$ cat config.mk
export PLATFORM = sky130hd
export DESIGN_NAME = rf_wb_arbiter
export DESIGN_NICKNAME = d
export VERILOG_FILES = /design/src/rtl/rf_pkg.sv /design/src/rtl/rr_arbiter.sv /design/src/rtl/rf_wb_arbiter.sv
export SDC_FILE = /design/constraint.sdc
export NUM_CORES = 1
export LEC_CHECK = 0
export BUFFER_PORTS_ARGS = -buffer_cell sky130_fd_sc_hd__buf_2
export CORE_MARGIN = 5
export CORE_UTILIZATION = 45
export CTS_CLUSTER_SIZE = 16
export DETAILED_ROUTE_END_ITERATION = 10
export PLACE_DENSITY = 0.83
export SLEW_MARGIN = 30
export SYNTH_ARGS = -nofsm -noshare
export SYNTH_HDL_FRONTEND = slang
export SYNTH_SLANG_ARGS = --single-unit
$ cat constraint.sdc
create_clock -name clk -period 7.6 [get_ports clk]
set_clock_uncertainty 0.05 [all_clocks]
set_input_delay 0.38 -clock clk [delete_from_list [all_inputs] [get_ports clk]]
set_output_delay 0.38 -clock clk [all_outputs]
set_load 0.05 [all_outputs]
$ cat src/rtl/rf_pkg.sv
// ---------------------------------------------------------------------------
// rf_pkg
// Shared register-file writeback definitions: default widths, writeback
// source IDs, the writeback request type and a small index helper.
// Ports: none (package).
// ---------------------------------------------------------------------------
package rf_pkg;

   localparam int unsigned XLEN       = 32;
   localparam int unsigned REG_ADDR_W = 5;
   localparam int unsigned NUM_WB_SRC = 3;

   // Writeback source IDs (index into the arbiter's request vector)
   localparam int unsigned WB_SRC_ALU = 0;
   localparam int unsigned WB_SRC_LSU = 1;
   localparam int unsigned WB_SRC_MUL = 2;

   typedef struct packed {
      logic [REG_ADDR_W-1:0] addr;
      logic [XLEN-1:0]       data;
   } wb_req_t;

   // Next index after idx, wrapping modulo n
   function automatic int unsigned wrap_inc(input int unsigned idx, input int unsigned n);
      return (idx + 1 >= n) ? 0 : idx + 1;
   endfunction

endpackage

$ cat src/rtl/rr_arbiter.sv
// ---------------------------------------------------------------------------
// rr_arbiter
// Combinational round-robin arbiter: the search starts at i_ptr and wraps
// modulo NUM_REQ; the first set request wins.
// Ports:
//   i_req  NUM_REQ  request vector
//   i_ptr  PTR_W    index where the search starts (must be < NUM_REQ)
//   o_gnt  NUM_REQ  one-hot grant, all-zero when no request is set
// ---------------------------------------------------------------------------
module rr_arbiter #(
   parameter int unsigned NUM_REQ = 3,
   parameter int unsigned PTR_W   = (NUM_REQ > 1) ? $clog2(NUM_REQ) : 1
) (
   input  logic [NUM_REQ-1:0] i_req,
   input  logic [PTR_W-1:0]   i_ptr,
   output logic [NUM_REQ-1:0] o_gnt
);

   logic        w_found;
   int unsigned w_idx;

   always_comb begin
      o_gnt   = '0;
      w_found = 1'b0;
      w_idx   = 0;
      for (int unsigned k = 0; k < NUM_REQ; k++) begin
         w_idx = (32'(i_ptr) + k) % NUM_REQ;
         if (!w_found && i_req[w_idx]) begin
            o_gnt[w_idx] = 1'b1;
            w_found      = 1'b1;
         end
      end
   end

endmodule

$ cat src/rtl/rf_wb_arbiter.sv
// ---------------------------------------------------------------------------
// rf_wb_arbiter
// Shares the register file's single write port among NUM_SRC writeback
// sources. One valid/ready handshake per cycle at most; the winner's request
// is registered and driven to the register file one cycle later. Writes to
// x0 complete their handshake but never raise o_rf_reg_write.
//
// Build option: define WB_FIXED_PRIO_EN for fixed priority (lowest index
// wins, no round-robin pointer); undefined gives round-robin arbitration.
//
// Ports:
//   clk              clock
//   reset            asynchronous, active-high reset
//   i_hold           freeze arbitration, no grants while high
//   i_src_valid      per-source write request
//   o_src_ready      per-source grant (combinational, one-hot or zero)
//   i_src_addr       packed destination indices, source i at [i*REG_ADDR_W +: REG_ADDR_W]
//   i_src_data       packed write data, same packing
//   o_rf_reg_write   register-file write enable
//   o_rf_write_reg   register-file destination index
//   o_rf_write_data  register-file write data
//   o_grant_id       source that produced the current rf_* write
//   o_conflict       registered: >1 source valid last cycle with hold low
// ---------------------------------------------------------------------------
module rf_wb_arbiter #(
   parameter int unsigned NUM_SRC    = rf_pkg::NUM_WB_SRC,
   parameter int unsigned XLEN       = rf_pkg::XLEN,
   parameter int unsigned REG_ADDR_W = rf_pkg::REG_ADDR_W,
   parameter int unsigned ID_W       = $clog2(NUM_SRC)
) (
   input  logic                         clk,
   input  logic                         reset,
   input  logic                         i_hold,
   input  logic [NUM_SRC-1:0]           i_src_valid,
   output logic [NUM_SRC-1:0]           o_src_ready,
   input  logic [NUM_SRC*REG_ADDR_W-1:0] i_src_addr,
   input  logic [NUM_SRC*XLEN-1:0]      i_src_data,
   output logic                         o_rf_reg_write,
   output logic [REG_ADDR_W-1:0]        o_rf_write_reg,
   output logic [XLEN-1:0]              o_rf_write_data,
   output logic [ID_W-1:0]              o_grant_id,
   output logic                         o_conflict
);

   import rf_pkg::*;

   logic [NUM_SRC-1:0]    w_req;
   logic [NUM_SRC-1:0]    w_gnt;
   logic                  w_hs;
   logic [ID_W-1:0]       w_win;
   logic [REG_ADDR_W-1:0] w_win_addr;
   logic [XLEN-1:0]       w_win_data;

   logic                  r_reg_write;
   logic [REG_ADDR_W-1:0] r_write_reg;
   logic [XLEN-1:0]       r_write_data;
   logic [ID_W-1:0]       r_grant_id;
   logic                  r_conflict;

   // No grants while held or while reset is asserted
   assign w_req = (reset || i_hold) ? '0 : i_src_valid;

`ifdef WB_FIXED_PRIO_EN
   // Isolate the lowest set bit
   assign w_gnt = w_req & (~w_req + NUM_SRC'(1));
`else
   logic [ID_W-1:0] r_rr_ptr;

   rr_arbiter #(
      .NUM_REQ (NUM_SRC),
      .PTR_W   (ID_W)
   ) u_rr_arbiter (
      .i_req (w_req),
      .i_ptr (r_rr_ptr),
      .o_gnt (w_gnt)
   );

   always_ff @(posedge clk or posedge reset) begin
      if (reset) begin
         r_rr_ptr <= '0;
      end else if (w_hs) begin
         r_rr_ptr <= ID_W'(wrap_inc(32'(w_win), NUM_SRC));
      end
   end
`endif

   assign o_src_ready = w_gnt;
   assign w_hs        = |w_gnt;

   always_comb begin
      w_win = '0;
      for (int unsigned i = 0; i < NUM_SRC; i++) begin
         if (w_gnt[i]) w_win = ID_W'(i);
      end
   end

   assign w_win_addr = i_src_addr[w_win*REG_ADDR_W +: REG_ADDR_W];
   assign w_win_data = i_src_data[w_win*XLEN +: XLEN];

   always_ff @(posedge clk or posedge reset) begin
      if (reset) begin
         r_reg_write  <= 1'b0;
         r_write_reg  <= '0;
         r_write_data <= '0;
         r_grant_id   <= '0;
         r_conflict   <= 1'b0;
      end else begin
         // x0 writes complete the handshake but are dropped here
         r_reg_write <= w_hs && (w_win_addr != '0);
         if (w_hs) begin
            r_write_reg  <= w_win_addr;
            r_write_data <= w_win_data;
            r_grant_id   <= w_win;
         end
         // v & (v-1) is nonzero iff more than one bit is set
         r_conflict <= ((i_src_valid & (i_src_valid - NUM_SRC'(1))) != '0) && !i_hold;
      end
   end

   assign o_rf_reg_write  = r_reg_write;
   assign o_rf_write_reg  = r_write_reg;
   assign o_rf_write_data = r_write_data;
   assign o_grant_id      = r_grant_id;
   assign o_conflict      = r_conflict;

endmodule

Word-level counts from Yosys, hierarchy flattened
Cells that the tools add are included.
Storage, ports and cells
  word-level logic and storage cells: 61
  bits in latches: 0
  memories: 0
  bits in writable memories: 0
  output and inout bits: 44
  register bits after elaboration: 43
  memory bits (read-only): 0
  bits of input ports: 117
Cells by class
  bitwise logic cells: 3
  $lt $le $gt $ge: 7
  muxes and demuxes: 21
  shifts and indexed selects: 2
  divide/modulo/power cells: 3
  multiply operators: 1
  equality and inequality tests: 0
  reductions and logical operators: 14
  $add $sub $neg: 4
Operators by type and width (number)
  greater-or-equal comparator 32 x 1 -> 1 bit (second input constant): 3
  < comparator 32 x 3 -> 1 bit (second input constant): 3
  variable part select 96 x 8 -> 32 bit: 1
  remainder unit 32 x 2 -> 32 bit (second input constant): 2
  remainder unit 2 x 2 -> 32 bit (second input constant): 1
  variable part select 15 x 6 -> 5 bit: 1
  two-way mux 3 bit: 4
  two-way mux 1 bit: 9
  logical AND 1 bit: 7
  adder 2 x 1 -> 3 bit (second input constant): 2
  binary-select mux 1 bit (select 2 bit): 3
  demux 1 bit (select 2 bit): 3
  bitwise OR 3 bit: 2
  multiplier 2 x 3 -> 5 bit (second input constant): 1
  nonzero test 5 bit: 1
  two-way mux 2 bit: 2
  adder 2 x 2 -> 3 bit (second input constant): 1
  bitwise AND 3 bit: 1
  greater-or-equal comparator 3 x 2 -> 1 bit (second input constant): 1
  zero test 1 bit: 3
  nonzero test 3 bit: 1
  OR reduction 3 bit: 1
  subtractor 3 x 1 -> 3 bit (second input constant): 1
  logical OR 1 bit: 1

Longest topological paths before layout
  depth in word-level cells: 17
  mapped depth: 12
  gate-level depth less buffers: 9

Hierarchy
A second synthesis with hierarchy kept.
Unflattened totals
  cells, all modules: 305
  area total of the unflattened synthesis: 2618.8 µm²
Modules (own cells, without submodules)
  rf_wb_arbiter: cells each 270, area an instance 2353.5 µm², instances 1, seq. area each 1051.0 µm²
  rr_arbiter: cells each 35, area an instance 265.3 µm², instances 1, seq. area each 0.0 µm²

Worst setup path before layout
No wires, ideal clock.
  path type: register to register
  start point: register r_rr_ptr[1]
  end point: register r_write_data[0] (netlist: o_rf_write_data[0])
  required time: 7.427 ns
  library setup time: 0.123 ns
  arrival: 3.270 ns
  path buffers: 2
  cell stages (with the launch flop): 11
  setup slack: 4.157 ns
  clock period less this slack: 3.443 ns
  cells stage by stage: dfrtp_1 -> inv_1 -> ha_1 -> buf_2 -> mux2_2 -> a21oi_1 -> a31oi_1 -> o41ai_2 -> nand2_1 -> buf_2 -> o221a_1
On the way
  elaborated cells between the ends (all ways): 41
  those cells by class: add/sub: 2; div: 3; order compare: 6; shift: 1; mux: 19; bitwise: 2; reduce/logical: 8
RTL lines
  start, declared: line rf_wb_arbiter.sv:67  | logic [ID_W-1:0] r_rr_ptr;
  start signal, assigned: line rf_wb_arbiter.sv:82  | r_rr_ptr <= ID_W'(wrap_inc(32'(w_win), NUM_SRC));
  adder 2 x 1 -> 3 bit or remainder unit 2 x 2 -> 32 bit (tied branches): line rr_arbiter.sv:27  | w_idx = (32'(i_ptr) + k) % NUM_REQ;
  remainder unit 32 x 2 -> 32 bit (tied with other cells): line rr_arbiter.sv:27
  greater-or-equal comparator 32 x 1 -> 1 bit (not written as such) (tied with other cells): line rr_arbiter.sv:29  | o_gnt[w_idx] = 1'b1;
  logical AND 1 bit (not written as such) (tied with other cells): line rr_arbiter.sv:29
  two-way mux 1 bit (not written as such) (tied with other cells): line rr_arbiter.sv:29
  demux 1 bit (select 2 bit) (tied with other cells)
  bitwise OR 3 bit (no line) or two-way mux 1 bit (tied branches)
  two-way mux 3 bit or zero test 1 bit (tied branches): line rr_arbiter.sv:28  | if (!w_found && i_req[w_idx]) begin
  bitwise OR 3 bit (no line) or logical AND 1 bit (tied branches)
  two-way mux 3 bit (*): line rr_arbiter.sv:28
  named net o_src_ready[0]: line rf_wb_arbiter.sv:35  | output logic [NUM_SRC-1:0] o_src_ready,
  OR reduction 3 bit (*): line rf_wb_arbiter.sv:88  | assign w_hs = |w_gnt;
  end signal, assigned: line rf_wb_arbiter.sv:112  | r_write_data <= w_win_data;
  end, declared: line rf_wb_arbiter.sv:56  | logic [XLEN-1:0] r_write_data;
The timed path passes the listed nets; every way through them passes the cells marked *. The select of a mux whose other input is x is not followed.
A chain may end at the register's enable or synchronous reset.

Worst setup path in the final report
  start point: register r_rr_ptr[1]
  end point: register r_write_reg[3] (netlist: o_rf_write_reg[3])
On the way
  longest elaborated chain between the ends: 14
  elaborated cells between the ends (all ways): 42
  those cells by class: add/sub: 2; mul: 1; div: 3; order compare: 6; shift: 1; mux: 19; bitwise: 2; reduce/logical: 8
RTL lines
  adder 2 x 1 -> 3 bit or remainder unit 2 x 2 -> 32 bit (tied branches): line rr_arbiter.sv:27
  remainder unit 32 x 2 -> 32 bit (tied with other cells): line rr_arbiter.sv:27
  greater-or-equal comparator 32 x 1 -> 1 bit (not written as such) (tied with other cells): line rr_arbiter.sv:29
  logical AND 1 bit (not written as such) (tied with other cells): line rr_arbiter.sv:29
  two-way mux 1 bit (not written as such) (tied with other cells): line rr_arbiter.sv:29
  demux 1 bit (select 2 bit) (tied with other cells)
  bitwise OR 3 bit (no line) or two-way mux 1 bit (tied branches)
  two-way mux 3 bit or zero test 1 bit (tied branches): line rr_arbiter.sv:28
  bitwise OR 3 bit (no line) or logical AND 1 bit (tied branches)
  two-way mux 3 bit (*): line rr_arbiter.sv:28
  two-way mux 1 bit: line rf_wb_arbiter.sv:93  | if (w_gnt[i]) w_win = ID_W'(i);
  two-way mux 2 bit: line rf_wb_arbiter.sv:93
  multiplier 2 x 3 -> 5 bit: line rf_wb_arbiter.sv:97  | assign w_win_addr = i_src_addr[w_win*REG_ADDR_W +: REG_ADDR_W];
  variable part select 15 x 6 -> 5 bit: line rf_wb_arbiter.sv:97
  end signal, assigned: line rf_wb_arbiter.sv:111  | r_write_reg <= w_win_addr;
  end, declared: line rf_wb_arbiter.sv:55  | logic [REG_ADDR_W-1:0] r_write_reg;
Mark *: on every way between the ends. The rest lies on a longest branch, timed or not. The select of a mux whose other input is x is not followed.

==> impl_metrics.yaml <==
status:
  status: "finished clean"
die:
  core-area_mm2: 0.00511
  io_pins: 161
  core.rowCount: 26
  start_util_pct: 46.3
  die_area_mm2: 0.00680
  die_y_um: 82.5
  die_x_um: 82.5
worst_setup_path:
  end_kind: "flip-flop"
  path_buf_inv: 1
  cp.arrival_ps: 3510
  cpPeakStageDelay_ps: 760
  critical-path-slowest-cell: "nand2b_2"
  cp_max_fo: 39
  critPathTopFamily: "multiplexers"
  cp.required_ps: 7720
  worstSetupPathType: "reg -> reg"
  path_cells: "inv_1 > ha_1 > mux2_2 > a21oi_1 > a31oi_1 > o41ai_2 > nand2b_2 > mux2_1"
  start_kind: "flip-flop"
cts:
  clk_pin_slew_worst_paths_ps: 70
  cts.path.max_buffers: 2
  insertion_delay_ps: 290
  cts_root_buf: "clkbuf_8"
  cts_tree: "built"
  ctsHoldBuffers: 0
  ctsResizeCount: 0
  cts.sinks: 42
  htree_levels: 2
  post-cts-setup-buffers: 0
  numCtsBuffers: 5
pwr:
  powerDensity_mw_per_mm2: 456
  vdd.ir_drop.worst_uv: 247
  combPwrFrac_pct: 64.1
  power.switching_w: 0.000776
  p_int_w: 0.000703
  p_clk_share_pct: 9.2
  p_leak_nw: 1.47
  switching_share_pct: 52.5
  pwr-share-seq_pct: 26.7
timing:
  fmax_ghz: 0.295
  rsz0062_at_grt: "no"
  finalMaxSlewViolations: 0
  slew_headroom_pct: 45.6
  min_period_ps: 3390
  finalCritPeriodShare_pct: 44.7
  tns_ps: 0
  final_hold_viol_count: 0
  hold_slack_ps: 173
  worstMarginPinSlew_ps: 815
  finalSetupViolations: 0
final_layout:
  seq_area_mm2: 0.00105
  fillers: 456
  diodes: 0
  utilization_pct: 63.5
  syn_to_final_growth_pct: 37.2
  final_nets: 474
  largest_reg_flops: 32
  final_cells: 423
  drive_above_1_share_pct: 50.1
  multiInputGateArea_mm2: 0.00119
logic_synthesis:
  synthSimpleGateAreaFrac_pct: 5.93
  synth_top_area_share_pct: 44.4
  synth_top_family_by_area: "compound AO/OA/AOI/OAI gates"
  yosysMostFrequentCell: "dfrtp_1"
  synth_compound_area_share_pct: 35.5
  synth-edff-count: 0
  netlist_area_mm2: 0.00236
  synth_area_leaders: "dfrtp_1 (44%), o221a_1 (15%), o22a_1 (12%)"
  syn_nets: 326
  synth_top_area_cell: "dfrtp_1"
  synth.avg_cell_area_um2: 11.5
  synthArstFlopShare_pct: 100
  synth-seq-cells: 42
  syn_inst: 205
  yosysSeqAreaShare_pct: 44.4
  synth-main-ff-cell: "dfrtp_1"
  ys_top_cells_by_count: "dfrtp_1 (42), o221a_1 (32), o22a_1 (32), buf_2 (9), nor2_1 (9)"
  synth_xor_area_share_pct: 0
  synth_cell_types: 37
  synth_fa_ha_area_share_pct: 2.12
  synth_warnings: 0
  synthMuxAreaShare_pct: 6.30
drt:
  via_count: 2340
  drt_pre_antenna_iters: 4
  drt-initial-drc-count: 55
  ant_nets: 0
  drc_errors: 0
  wl_um: 7080
  post_drt_wl_per_cell_um: 16.7
  post_drt_via_cell_ratio: 5.53
global_routing:
  antenna_found_initial: 0
  grt_use_total_pct: 20.5
  grt_pass1_wl_um: 10600
  grt_max_degree: 50
  grt_pass1_vias: 2324
  grt-ovfl-total: 0
placement:
  gp_congestion: 0.855
  placed_cells: 416
  dp_hpwl_um: 5280
  portBuffers: 160
job:
  cap_violations: 0
min_path:
  min-delay-path-class: "in -> async"
[layer usage]
metal / share of wire, % / global-route usage [%] / vias to the layer above
met5: 0 / 0 / -
met3: 8.9 / 6.40 / 13
met1: 39 / 23.7 / 1099
met2: 50 / 35.6 / 108
met4: 2.1 / 7.52 / 0
li1: - / - / 1120
[power groups by stage]
stage | clock network [W] | registers [W] | logic (W)
finish | 0.000136 | 0.000395 | 0.000947
detailed placement | 0 | 0.000396 | 0.000956
CTS | 0.000139 | 0.000397 | 0.000952
floorplan | 0 | 0.000744 | 0.000406
global placement | 0 | 0.000395 | 0.000933
global route | 0.000148 | 0.000410 | 0.00101
[kinds of logic after synthesis]
| family | count (synthesis) |
|---|---|
| and+or+nand+nor | 28 |
| AOI/OAI and AO/OA | 90 |
| DFF | 42 |
| adders and majority gates | 4 |
| muxes | 14 |
| buffers and inverters | 27 |
[cells in the final DEF, fill, tap and decap left out, types with 2 or more instances in the layout]
cell type	netlist	final
buf_2	9	160
o221a_1	32	32
inv_1	8	7
nand2_2	0	2
nand2_1	6	4
o21ai_0	3	3
nor3_1	2	2
ha_1	4	4
o21a_1	4	4
a21oi_1	7	7
mux2_1	6	6
dfrtp_1	42	42
mux2i_1	7	7
clkbuf_8	0	5
nor2_1	9	9
nand3_1	3	3
a31oi_1	2	2
o22a_1	32	32
nand2b_1	3	2
[area by class of cell]
type	instances	area share, %
Multi-Input combinational cell	136	36.8
Timing Repair Buffer	160	24.7
Inverter	8	0.964
Clock buffer	6	2.24
Sequential cell	42	32.4
Tap cell	70	2.70
Clock inverter	1	0.231
[worst paths after layout]
check | start | to | slack (ps) | depth (start not counted)
worst min-delay path | reset | o_grant_id[1] | 170 | 2
worst max-delay path | r_rr_ptr[1] | o_rf_write_reg[3] | 4210 | 8
worst max register to register | r_rr_ptr[1] | o_rf_write_reg[3] | 4210 | 8
min in group clk | i_hold | o_conflict | 260 | 2
max in group asynchronous | reset | o_rf_write_data[8] | 6890 | 2
worst min register to register | o_rf_write_reg[0] | o_rf_write_reg[0] | 440 | 1
[per-stage QoR]
step,power [W],worst slack (ps),instance area [um2]
after floorplan,0.00115,4160,2360
after global placement,0.00133,3860,3150
after detailed placement,0.00135,3920,3160
after CTS,0.00149,3910,3240
after global routing,0.00157,3840,3250
final,0.00148,4210,3250
(Power assumes the default switching activity.)
